## config.mk

```make
export PLATFORM = sky130hd
export DESIGN_NAME = rx_edge_bit_sampler_flat
export DESIGN_NICKNAME = d
export VERILOG_FILES = /design/src/rtl/rx_edge_bit_sampler_if.sv /design/src/rtl/rx_edge_bit_sampler.sv /design/src/flat_wrapper.sv
export SDC_FILE = /design/constraint.sdc
export NUM_CORES = 1
export LEC_CHECK = 0
export ABC_AREA = 1
export CORE_UTILIZATION = 40
export CTS_BUF_LIST = sky130_fd_sc_hd__clkbuf_4 sky130_fd_sc_hd__clkbuf_8
export CTS_CLUSTER_DIAMETER = 120
export DETAILED_ROUTE_END_ITERATION = 7
export PLACE_DENSITY_LB_ADDON = 0.2
export SLEW_MARGIN = 20
export SYNTH_ARGS = -nofsm -noshare
export SYNTH_HDL_FRONTEND = slang
export SYNTH_SLANG_ARGS = --single-unit
```

## constraint.sdc

```tcl
create_clock -name CLK -period 1.8 [get_ports CLK]
set_clock_uncertainty 0.2 [all_clocks]
set_input_delay 0.36 -clock CLK [delete_from_list [all_inputs] [get_ports CLK]]
set_output_delay 0.36 -clock CLK [all_outputs]
set_load 0.01 [all_outputs]
```

## src/rtl/rx_edge_bit_sampler_if.sv

```systemverilog
// Bundle of the serial-line, control and sample-strobe signals between the RX FSM
// and the edge/bit sampler. The signal names match the legacy ports.
interface rx_edge_bit_sampler_if #(
  parameter int unsigned PRESCALE_W = 6,
  parameter int unsigned BIT_CNT_W  = 4
);
  logic                  RX_IN;
  logic                  enable;
  logic                  dat_samp_en;
  logic                  PAR_EN;
  logic [PRESCALE_W-1:0] prescale;
  logic [PRESCALE_W-1:0] edge_cnt;
  logic [BIT_CNT_W-1:0]  bit_cnt;
  logic                  sampled_bit;
  logic                  samp_valid;

  modport master (
    output RX_IN, enable, dat_samp_en, PAR_EN, prescale,
    input  edge_cnt, bit_cnt, sampled_bit, samp_valid
  );

  modport slave (
    input  RX_IN, enable, dat_samp_en, PAR_EN, prescale,
    output edge_cnt, bit_cnt, sampled_bit, samp_valid
  );
endinterface

```

## src/rtl/rx_edge_bit_sampler.sv

```systemverilog
// Oversampling edge/bit counter with 3-sample majority vote around mid-bit.
// The prescale value is latched only while the frame is inactive.
module rx_edge_bit_sampler #(
  parameter int unsigned PRESCALE_W = 6,
  parameter int unsigned BIT_CNT_W  = 4
) (
  input logic                 CLK,
  input logic                 RST,
  rx_edge_bit_sampler_if.slave bus
);
  localparam logic [PRESCALE_W-1:0] PRE_MIN = PRESCALE_W'(8);
  localparam logic [PRESCALE_W-1:0] ONE     = PRESCALE_W'(1);
  localparam logic [PRESCALE_W-1:0] TWO     = PRESCALE_W'(2);

  logic [PRESCALE_W-1:0] pre_l_q, pre_l_d;
  logic [PRESCALE_W-1:0] edge_cnt_q, edge_cnt_d;
  logic [BIT_CNT_W-1:0]  bit_cnt_q, bit_cnt_d;
  logic                  s0_q, s0_d, s1_q, s1_d, s2_q, s2_d;
  logic                  sampled_bit_q, sampled_bit_d;
  logic                  samp_valid_q, samp_valid_d;

  logic [PRESCALE_W-1:0] pre_sel;
  logic [PRESCALE_W-1:0] half;
  logic [BIT_CNT_W-1:0]  last_bit;

  always_comb begin
    pre_sel  = (bus.prescale < PRE_MIN) ? PRE_MIN : bus.prescale;
    half     = pre_l_q >> 1;
    last_bit = bus.PAR_EN ? BIT_CNT_W'(10) : BIT_CNT_W'(9);

    pre_l_d       = pre_l_q;
    edge_cnt_d    = edge_cnt_q;
    bit_cnt_d     = bit_cnt_q;
    s0_d          = s0_q;
    s1_d          = s1_q;
    s2_d          = s2_q;
    sampled_bit_d = sampled_bit_q;
    samp_valid_d  = 1'b0;

    if (!bus.enable) begin
      pre_l_d    = pre_sel;
      edge_cnt_d = '0;
      bit_cnt_d  = '0;
      s0_d       = 1'b0;
      s1_d       = 1'b0;
      s2_d       = 1'b0;
    end else begin
      if (edge_cnt_q == pre_l_q - ONE) begin
        edge_cnt_d = '0;
        bit_cnt_d  = (bit_cnt_q == last_bit) ? '0 : bit_cnt_q + BIT_CNT_W'(1);
      end else begin
        edge_cnt_d = edge_cnt_q + ONE;
      end

      // s2 is captured at half+1, so the vote at half+2 sees all three registered samples
      if (bus.dat_samp_en) begin
        if (edge_cnt_q == half - ONE) s0_d = bus.RX_IN;
        if (edge_cnt_q == half)       s1_d = bus.RX_IN;
        if (edge_cnt_q == half + ONE) s2_d = bus.RX_IN;
        if (edge_cnt_q == half + TWO) begin
          sampled_bit_d = (s0_q & s1_q) | (s0_q & s2_q) | (s1_q & s2_q);
          samp_valid_d  = 1'b1;
        end
      end
    end
  end

  always_ff @(posedge CLK) begin
    if (RST) begin
      pre_l_q       <= PRE_MIN;
      edge_cnt_q    <= '0;
      bit_cnt_q     <= '0;
      s0_q          <= 1'b0;
      s1_q          <= 1'b0;
      s2_q          <= 1'b0;
      sampled_bit_q <= 1'b0;
      samp_valid_q  <= 1'b0;
    end else begin
      pre_l_q       <= pre_l_d;
      edge_cnt_q    <= edge_cnt_d;
      bit_cnt_q     <= bit_cnt_d;
      s0_q          <= s0_d;
      s1_q          <= s1_d;
      s2_q          <= s2_d;
      sampled_bit_q <= sampled_bit_d;
      samp_valid_q  <= samp_valid_d;
    end
  end

  assign bus.edge_cnt    = edge_cnt_q;
  assign bus.bit_cnt     = bit_cnt_q;
  assign bus.sampled_bit = sampled_bit_q;
  assign bus.samp_valid  = samp_valid_q;
endmodule

```

## src/flat_wrapper.sv

```systemverilog
// flat-port wrapper written by rule: the top's interface ports become plain ports
module rx_edge_bit_sampler_flat 
#(
  parameter int unsigned PRESCALE_W = 6,
  parameter int unsigned BIT_CNT_W  = 4
)
  (CLK, RST, bus_RX_IN, bus_enable, bus_dat_samp_en, bus_PAR_EN, bus_prescale, bus_edge_cnt, bus_bit_cnt, bus_sampled_bit, bus_samp_valid);
  rx_edge_bit_sampler_if #(.PRESCALE_W(PRESCALE_W), .BIT_CNT_W(BIT_CNT_W)) bus_i ();
  input logic CLK;
  input logic RST;
  input wire logic [$bits(bus_i.RX_IN)-1:0] bus_RX_IN;
  input wire logic [$bits(bus_i.enable)-1:0] bus_enable;
  input wire logic [$bits(bus_i.dat_samp_en)-1:0] bus_dat_samp_en;
  input wire logic [$bits(bus_i.PAR_EN)-1:0] bus_PAR_EN;
  input wire logic [$bits(bus_i.prescale)-1:0] bus_prescale;
  output wire logic [$bits(bus_i.edge_cnt)-1:0] bus_edge_cnt;
  output wire logic [$bits(bus_i.bit_cnt)-1:0] bus_bit_cnt;
  output wire logic [$bits(bus_i.sampled_bit)-1:0] bus_sampled_bit;
  output wire logic [$bits(bus_i.samp_valid)-1:0] bus_samp_valid;
  assign bus_i.RX_IN = bus_RX_IN;
  assign bus_i.enable = bus_enable;
  assign bus_i.dat_samp_en = bus_dat_samp_en;
  assign bus_i.PAR_EN = bus_PAR_EN;
  assign bus_i.prescale = bus_prescale;
  assign bus_edge_cnt = bus_i.edge_cnt;
  assign bus_bit_cnt = bus_i.bit_cnt;
  assign bus_sampled_bit = bus_i.sampled_bit;
  assign bus_samp_valid = bus_i.samp_valid;
  rx_edge_bit_sampler #(.PRESCALE_W(PRESCALE_W), .BIT_CNT_W(BIT_CNT_W)) u_core (.CLK(CLK), .RST(RST), .bus(bus_i));
endmodule
```

==> metrics <==
critical path buffer and inverter count=1; Mapped Cells=roughly 260; Die X=approximately 65 um; max-cap violation count=0; Nets=roughly 310; Clk pin slew, worst setup/hold paths=around 0.080 ns; ANT nets after route=0; synth unique cells=25; min cycle time layout=~1.8 ns; CTS tree=yes; Final Cycle Share=0.9780; WP data arrival=around 1.2 ns; hpwl dp=about 3000 um; Tot GR Track Use=0.1925; maximum vdd drop=0.4470 mV; Clock Latency Late Sink=about 0.26 ns; YS warnings=0; crit path max fanout=7; sequential share of the synthesized area=0.2669; routed wire length per instance=around 11 um; Synth Register Bits=21; drc violations=0; final core occ=0.5512; starting density of the core=0.4239; core box area=0.003716 sq mm; Slowest-stage cell, CP=clkdlybuf4s50_1; clk buf depth=2; Rel. slew slack=0.8193; final hold vios=0; Site Rows=22; status=finished clean; final setup fails=0; vias in the first global route=1415; Worst Max-Slew Pin Slew=approximately 0.27 ns; cell chain of the critical path=clkdlybuf4s50_1; Root Buffer=clkbuf_8; Net Count, Synth=between 200 and 300; via/cell ratio=4.818; ant diodes=0; Max Freq=568.1 MHz; Area Growth Syn to Fin=30.02%; most frequent cells in the layout=nand2_1, nor2_1, inv_1; CP Class=reg2out; worst hold path type=reg2reg; total power=1067 uW; Clock Sinks=21; crit-path leading delay family=buffers and inverters; fin. max-slew vios=0; CP max stage delay=0.54 ns; routability cong.=0.8743; Worst setup SP type=register; worst hold margin=between 0.2 and 0.3 ns; Boundary Pins=24; Die H=between 60 and 70 um; leading cell type in the layout, fill and taps excluded=nand2_1; First-pass DRT Iterations=4; Pwr per Cell Area=around 520 mW/mm^2; total grt overflow=0; Routed WL=3821 um; share of cells above drive strength 1=0.1781; Worst setup EP type=output port; IO Port Bufs=23; Leak Pwr=around 0.0010 uW; Crit path required time=~1.2 ns; setup TNS=0 ns; H-tree depth=1; first-pass GRT wire length=between 6000 and 7000 um; largest net degree at the start of global routing=13; CTS Buf Count=3; Post-Syn Area=0.001575 sq mm; die area=between 0.004 and 0.005 sq mm; Post-Syn Area per Cell=~6 sq um; Vias=1638; Initial DRC Count=104; initial antenna violation count=0
logic make-up after synthesis:
group                      count (synthesis)  share of synthesized area
adders and majority gates                  9                    0.07149
buffers and inverters                     42                     0.1104
xor gates and xnor gates                  11                    0.06116
and+or+nand+nor                          157                     0.4257
AOI/OAI and AO/OA                         18                    0.06434
DFF                                       21                     0.2669
sequential cells by signal, summed over array words and instances (netlist names):
name,cells
u_core.s2_q,1
u_core.bus.bit_cnt,4
u_core.bus.sampled_bit,1
u_core.bus.edge_cnt,6
u_core.bus.samp_valid,1
u_core.s1_q,1
u_core.s0_q,1
u_core.pre_l_q,6
through the flow:
step           cell area (sq um)  std cells  setup WS, ns
6_report                    2048        340       0.03966
5_1_grt                     2048        340      -0.03418
4_1_cts                     1972        339       0.01206
3_5_place_dp                1909        335      0.003360
3_3_place_gp                1909        335       0.03572
2_1_floorplan               1575        258       0.09551
layer usage:
metal | wire [um] | global-route usage | up-vias
met5 | 0 | 0 | -
met4 | 25 | 0.04167 | 0
met3 | 149 | 0.04225 | 2
met2 | 1832 | 0.3216 | 20
met1 | 1813 | 0.2505 | 742
li1 | - | - | 874
repair_timing:
action                                  in CTS  in global routing
hold buffers                                 0                  0
endpoints found under the setup margin       8                 19
setup buffers                                0                  1
hold endpoints to repair                     0                  0
resized for setup                           10                 21
pin swaps                                    0                  6
cell usage after synthesis:
master | count | area, sq um
nor2_1 | 34 | 127.6
nand3_1 | 24 | 120.1
nor2_2 | 1 | 6.260
a21oi_1 | 5 | 25.02
dfxtp_1 | 21 | 420.4
buf_6 | 1 | 11.26
ha_1 | 9 | 112.6
a31oi_1 | 1 | 6.260
inv_1 | 30 | 112.6
nand4_1 | 6 | 37.54
o21ai_0 | 4 | 20.02
nand2_4 | 1 | 11.26
nor2_4 | 2 | 22.52
xnor2_1 | 7 | 61.31
inv_2 | 8 | 30.03
o22ai_1 | 3 | 18.77
nor3_1 | 1 | 5.000
buf_4 | 2 | 15.01
o21ai_1 | 3 | 15.01
nand2_1 | 84 | 315.3
o21a_1 | 1 | 7.510
nand2_2 | 4 | 25.02
buf_2 | 1 | 5.000
a21oi_2 | 1 | 8.760
xor2_1 | 4 | 35.03
where the power goes:
| group | internal [uW] | switching, uW |
|---|---|---|
| clock | 155 | 165 |
| sequential | 472 | 16.3 |
| combinational | 113 | 147 |
final timing paths:
| check | startpoint | end | slack, ns | cells after the start |
|---|---|---|---|---|
| worst min-delay path | u_core.bus.edge_cnt[0]$_SDFF_PP0_ | u_core.bus.edge_cnt[0]$_SDFF_PP0_ | 0.28 | 1 |
| worst max register to register | u_core.pre_l_q[0]$_SDFFE_PP0N_ | u_core.bus.edge_cnt[4]$_SDFF_PP0_ | 0.10 | 9 |
| worst max-delay path | u_core.bus.edge_cnt[0]$_SDFF_PP0_ | bus_edge_cnt[0] | 0.04 | 1 |
| worst min register to register | u_core.bus.edge_cnt[0]$_SDFF_PP0_ | u_core.bus.edge_cnt[0]$_SDFF_PP0_ | 0.28 | 1 |
final cells by class:
type                    count  area, sq um
flip-flops and latches     21        445.4
clock inverters             1        5.005
clock buffers               3        41.29
fillers                   423         1668
inverters                  38        145.1
well taps                  48        60.06
multi-input cells         195         1031
repair buffers             34        320.3
No activity file was read; power rests on OpenSTA's default activity.
